===== src/rtl/post_tile_collector.sv =====
// Reassembles the POX-wide post-processing beat stream into full output tiles.
// Two tile buffers alternate, so input beats keep arriving while the downstream drains a tile.
module post_tile_collector #(
  parameter int POX        = 3,
  parameter int POY        = 3,
  parameter int CHANNEL_N  = 2,
  localparam int TILE_BEATS = CHANNEL_N * POY,
  localparam int BEAT_W     = POX * 16,
  localparam int TILE_W     = TILE_BEATS * BEAT_W,
  localparam int IDX_W      = (TILE_BEATS > 1) ? $clog2(TILE_BEATS) : 1
) (
  input  logic              clk,
  input  logic              rst,
  input  logic [BEAT_W-1:0] post_out,
  input  logic              post_out_valid,
  output logic [TILE_W-1:0] tile_out,
  output logic              tile_valid,
  input  logic              tile_ready,
  output logic              overflow,
  output logic [15:0]       tile_count,
  output logic [IDX_W-1:0]  beat_idx
);

  localparam logic [IDX_W-1:0] LAST_IDX = IDX_W'(TILE_BEATS - 1);

  logic [TILE_W-1:0] tile_buf [2];
  logic [1:0]        full;
  logic              wsel;
  logic              rsel;

  logic handshake;
  logic wfree;
  logic accept;
  logic last_beat;

  assign handshake = full[rsel] & tile_ready;
  // A full write slot is usable when it is the one being handed off this very cycle.
  assign wfree     = !full[wsel] || (handshake && (rsel == wsel));
  assign accept    = post_out_valid & wfree;
  assign last_beat = (beat_idx == LAST_IDX);

  assign tile_valid = full[rsel];
  assign tile_out   = tile_buf[rsel];

  always_ff @(posedge clk or posedge rst) begin
    if (rst) begin
      tile_buf[0] <= '0;
      tile_buf[1] <= '0;
      full        <= '0;
      wsel        <= 1'b0;
      rsel        <= 1'b0;
      beat_idx    <= '0;
      overflow    <= 1'b0;
      tile_count  <= '0;
    end else begin
      if (handshake) begin
        full[rsel] <= 1'b0;
        rsel       <= ~rsel;
        tile_count <= tile_count + 16'd1;
      end
      // The set below never targets the bit cleared above: a reused slot restarts at beat 0.
      if (accept) begin
        tile_buf[wsel][beat_idx*BEAT_W +: BEAT_W] <= post_out;
        if (last_beat) begin
          beat_idx   <= '0;
          full[wsel] <= 1'b1;
          wsel       <= ~wsel;
        end else begin
          beat_idx <= beat_idx + 1'b1;
        end
      end else if (post_out_valid) begin
        overflow <= 1'b1;
      end
    end
  end

endmodule


===== config.mk =====
export PLATFORM = sky130hd
export DESIGN_NAME = post_tile_collector
export DESIGN_NICKNAME = d
export VERILOG_FILES = /design/src/rtl/post_tile_collector.sv
export SDC_FILE = /design/constraint.sdc
export NUM_CORES = 1
export LEC_CHECK = 0
export BUFFER_PORTS_ARGS = -buffer_cell sky130_fd_sc_hd__buf_2
export CAP_MARGIN = 20
export CORE_MARGIN = 1.5
export CORE_UTILIZATION = 40
export CTS_CLUSTER_SIZE = 24
export DETAILED_ROUTE_END_ITERATION = 8
export GPL_ROUTABILITY_DRIVEN = 1
export GPL_TIMING_DRIVEN = 0
export PLACE_DENSITY_LB_ADDON = 0.05
export SETUP_SLACK_MARGIN = 0.15
export SYNTH_ARGS = -nofsm -noshare
export SYNTH_HDL_FRONTEND = slang
export SYNTH_SLANG_ARGS = --single-unit

===== constraint.sdc =====
create_clock -name clk -period 29.4 [get_ports clk]
set_input_delay 0 -clock clk [delete_from_list [all_inputs] [get_ports clk]]
set_output_delay 0 -clock clk [all_outputs]
set_load 0.05 [all_outputs]

==> flow_summary_export.csv <==
group,metric,value,unit
job,max-cap-violations,0,
global_route,grt_antenna_before_repair,17,
pwr,internal_power,0.002361,W
clocking,clkLatencyLatePin,0.62,ns
placement,detailedPlace.worstSlack,24.51,ns
global_route,largest_net_degree_at_the_start_of_global_routing,132,
placement,dp_hpwl,79680,um
route,routed_wl,105800,um
route,vias_per_cell,5.636,
global_route,groute.layer.met1.usage,0.3654,
yosys,synth-seq-cells,600,
timing,unrepaired_setup_endpoints_after_global_routing,"no",
floorplan,fp-row-count,100,
status,status,"finished, final reports clean",
route,drcViolationCount,0,
worst_setup_path,timing.critical_path.to_type,"flop",
worst_setup_path,worst_path_largest_cell_delay,0.76,ns
pwr,power.share.sequential,0.250,
finish,drive_above_1_share,0.3999,
yosys,post_synth_cell_types,79,
worst_setup_path,cpMostUsedCell,"sky130_fd_sc_hd__clkbuf_1",
yosys,avgSynthCellArea,11.93,sq um
floorplan,design.core.area,74570,sq um
clocking,clkSinkCount,600,
floorplan,die_w,277.7,um
global_route,grt_overflow_total,0,
yosys,synthDominantCellAreaShare,0.4976,
route,routed-via-count,22531,
timing,post-route-min-period,4.964,ns
finish,num-fill-cells,6955,
pwr,sw_frac_of_total,0.5027,
pwr,p_leak,17.67,nW
yosys,leading_register_cell_type_out_of_synthesis,"sky130_fd_sc_hd__dfrtp_1",
timing,setup-violations-final,0,
worst_setup_path,critical_path.top_delay_family,"buffers and inverters",
timing,timing.setup.tns,0,ns
worst_setup_path,critical_path.startpoint_type,"flop",
timing,final_count_of_hold_timing_violations,0,
global_route,globalRoute.busiestLayer,"met2",
route,initialDrtViolationCount,1670,
route,detail-route-antenna-nets,0,
global_route,global_route.usage.total,0.2724,
yosys,yosysWarnings,0,
clocking,cts_htree_levels,3,
global_route,met3_track_demand_over_resource_in_global_routing,0.05222,
pwr,power.ir.vdd_worst,58.49,uV
global_route,grt_pass1_wl,155500,um
finish,area_growth_from_synthesis_to_layout,18.46,%
global_route,grtUsageMet2,0.4488,
timing,finalClockSkew,0.02182,ns
placement,detailed_place.area,33300,sq um
clocking,tritoncts,"built",
yosys,synthTopCellsByArea,"sky130_fd_sc_hd__dfrtp_1 (50%), sky130_fd_sc_hd__mux2_2 (23%), sky130_fd_sc_hd__o21ai_0 (3.4%)",
finish,final_net_count,3035,
timing,setup_slack,24.44,ns
hold_path,min_delay_path_class,"in2reg",
worst_setup_path,crit_required,29.87,ns
global_route,grt_pass1_vias,23154,
clocking,post-cts-setup-buffers,0,
worst_setup_path,number_of_buffers_and_inverters_on_the_critical_path,7,
clocking,cts.hold.buffers_added,17,
timing,fmaxAchievable,0.2015,GHz
finish,fin_area,35750,sq um
timing,max_slew_violations,0,
floorplan,die_area,77100,sq um
timing,worst_slew_pin_slew,1.139,ns
yosys,yosysTopAreaCell,"sky130_fd_sc_hd__dfrtp_1",
pwr,clock_power_share,0.180,
yosys,synth_edf_count,0,
placement,gp_routability_congestion,0.9338,
clocking,cts.path.max_buffers,3,
clocking,cts-buffers-inserted,70,
clocking,clock-root-buffer,"sky130_fd_sc_hd__clkbuf_16",
yosys,syn_nets,2590,
pwr,power_switching,0.002387,W
worst_setup_path,worstSetupPathType,"reg2reg",
yosys,register_area_share_after_synthesis,0.4976,
route,first_pass_iters,5,
worst_setup_path,timing.critical_path.arrival,5.43,ns
floorplan,boundaryPins,361,
clocking,post_cts_resize_count,0,
yosys,synth.cell_area,30180,sq um
worst_setup_path,critical-path-slowest-cell,"sky130_fd_sc_hd__clkbuf_1",
route,routed_wire_length_per_instance,26.47,um
worst_setup_path,worst-path-max-fanout,11,
worst_setup_path,worstPathCellList,"buf_6 > buf_6 > clkinv_1 > clkbuf_1 > ha_1 > buf_2 > nor3_4 > xnor2_1 > clkbuf_1 > nand4_1 > clkbuf_1 > nand2_1 > o21ai_0",
yosys,postSynth.asyncResetShare,1.000,
pwr,power.share.combinational,0.570,
timing,layout_worst_path_cycle_share,0.1688,
floorplan,floorplan.initialDensity,0.4046,
pwr,powerDensity,132.8,nW/um^2
floorplan,die_extent_in_y,277.7,um
clocking,clkTransAtPathRegs,0.05,ns
yosys,syn-instance-count,2529,
timing,relSlewSlack,0.2372,
placement,portBuffers,350,
[sequential cells by signal, indices dropped and copies added, names as in the netlist]
register and count:
tile_count 16, full 2, wsel 1, tile_buf 576, overflow 1, beat_idx 3, rsel 1
[power groups by stage]
stage / Sequential [W] / Combinational, W / Clock (W)
6_report: 0.00119 / 0.00271 / 0.000855
5_1_grt: 0.00122 / 0.00285 / 0.000909
4_1_cts: 0.00119 / 0.00270 / 0.000877
3_5_place_dp: 0.00120 / 0.00269 / 0
3_3_place_gp: 0.00119 / 0.00265 / 0
2_1_floorplan: 0.00118 / 0.00188 / 0
[worst min-delay path, delay by kind of cell]
family / cells / cell delay, ns
muxes: 1 / 0.26
buffers and inverters: 1 / 0.18
and+or+nand+nor: 1 / 0.09
AOI/OAI and AO/OA: 1 / 0.08
[stage by stage]
stage	util	power (W)	hold slack, ns	instances
3_5_place_dp	0.4465	0.003886	-0.04605	3854
2_1_floorplan	-	0.003067	0.1169	2529
4_1_cts	0.4792	0.004760	0.004425	3992
5_1_grt	0.4793	0.004974	0.03873	3996
3_3_place_gp	0.4444	0.003843	0.2961	3848
6_report	0.4794	0.004748	0.04612	3998
[placed cells by master (no fill, tap or decap), types with 9 or more instances in the layout]
cell type,n
sky130_fd_sc_hd__nor3_1,14
sky130_fd_sc_hd__a22o_1,42
sky130_fd_sc_hd__nand3_1,33
sky130_fd_sc_hd__a32o_1,10
sky130_fd_sc_hd__xnor2_1,15
sky130_fd_sc_hd__o21ai_0,207
sky130_fd_sc_hd__a21o_1,12
sky130_fd_sc_hd__a31oi_1,39
sky130_fd_sc_hd__a21oi_1,49
sky130_fd_sc_hd__nor2_1,52
sky130_fd_sc_hd__nand2_2,13
sky130_fd_sc_hd__dfrtp_1,600
sky130_fd_sc_hd__clkbuf_8,18
sky130_fd_sc_hd__mux2_2,629
sky130_fd_sc_hd__buf_1,9
sky130_fd_sc_hd__mux2_1,57
sky130_fd_sc_hd__inv_1,66
sky130_fd_sc_hd__buf_6,24
sky130_fd_sc_hd__a22oi_1,35
sky130_fd_sc_hd__dlygate4sd3_1,17
sky130_fd_sc_hd__nand2_1,237
sky130_fd_sc_hd__clkbuf_1,127
sky130_fd_sc_hd__buf_2,377
sky130_fd_sc_hd__mux2i_1,93
sky130_fd_sc_hd__clkbuf_16,71
sky130_fd_sc_hd__and3_1,14
[metal layers]
layer,vias to the layer above,routed length (um)
li1,9961,-
met1,11656,45550
met2,734,50830
met3,164,6766
met4,16,2600
met5,-,95
[synthesized netlist by cell type (all sizes together), types with 5 or more instances]
cell type,n
mux2,686
dfrtp,600
nand2,254
o21ai,213
clkbuf,107
mux2i,93
buf,68
inv,67
a21oi,56
nor2,55
a22o,42
a31oi,39
a22oi,35
nand3,34
nor3,23
xnor2,17
and3,14
a21o,13
a32o,10
ha,8
o22a,8
a211oi,7
o211ai,7
o31ai,7
nand4,6
and2,5
xor2,5
[kinds of logic (layout without fill, tap and decap cells)]
| group | count (synthesis) | after routing | share of synthesized area |
|---|---|---|---|
| muxes | 779 | 779 | 0.2869 |
| DFF | 600 | 600 | 0.4976 |
| AOI/OAI and AO/OA | 462 | 462 | 0.1008 |
| and+or+nand+nor | 413 | 413 | 0.06452 |
| buffers and inverters | 244 | 738 | 0.03844 |
| xor gates and xnor gates | 22 | 22 | 0.007879 |
| adders and majority gates | 9 | 9 | 0.003981 |
| other | 0 | 6 | 0 |
[layout make-up]
class	count	area (sq um)	area share
multi-input cells	1685	14000	0.3917
clock inverters	12	162.7	0.004550
plain buffers	175	900.9	0.02520
inverters	69	266.5	0.007455
diodes	6	15.01	0.0004200
flip-flops and latches	600	15010	0.4200
well taps	969	1212	0.03392
clock buffers	109	2100	0.05873
repair buffers	373	2074	0.05803
[final timing paths]
kind / cells past startpoint / start / slack [ns] / end
hold / removal: 4 / post_out[32] / 0.05 / tile_buf[160]
hold reg to reg: 1 / tile_count[15] / 0.47 / tile_count[15]
min in group asynchronous: 4 / rst / 0.48 / tile_buf[537]
setup / recovery: 13 / beat_idx[0] / 24.44 / tile_buf[121]
max in group asynchronous: 7 / rst / 26.98 / tile_buf[320]
setup reg to reg: 13 / beat_idx[0] / 24.44 / tile_buf[121]
No activity file was read; power rests on OpenSTA's default activity.
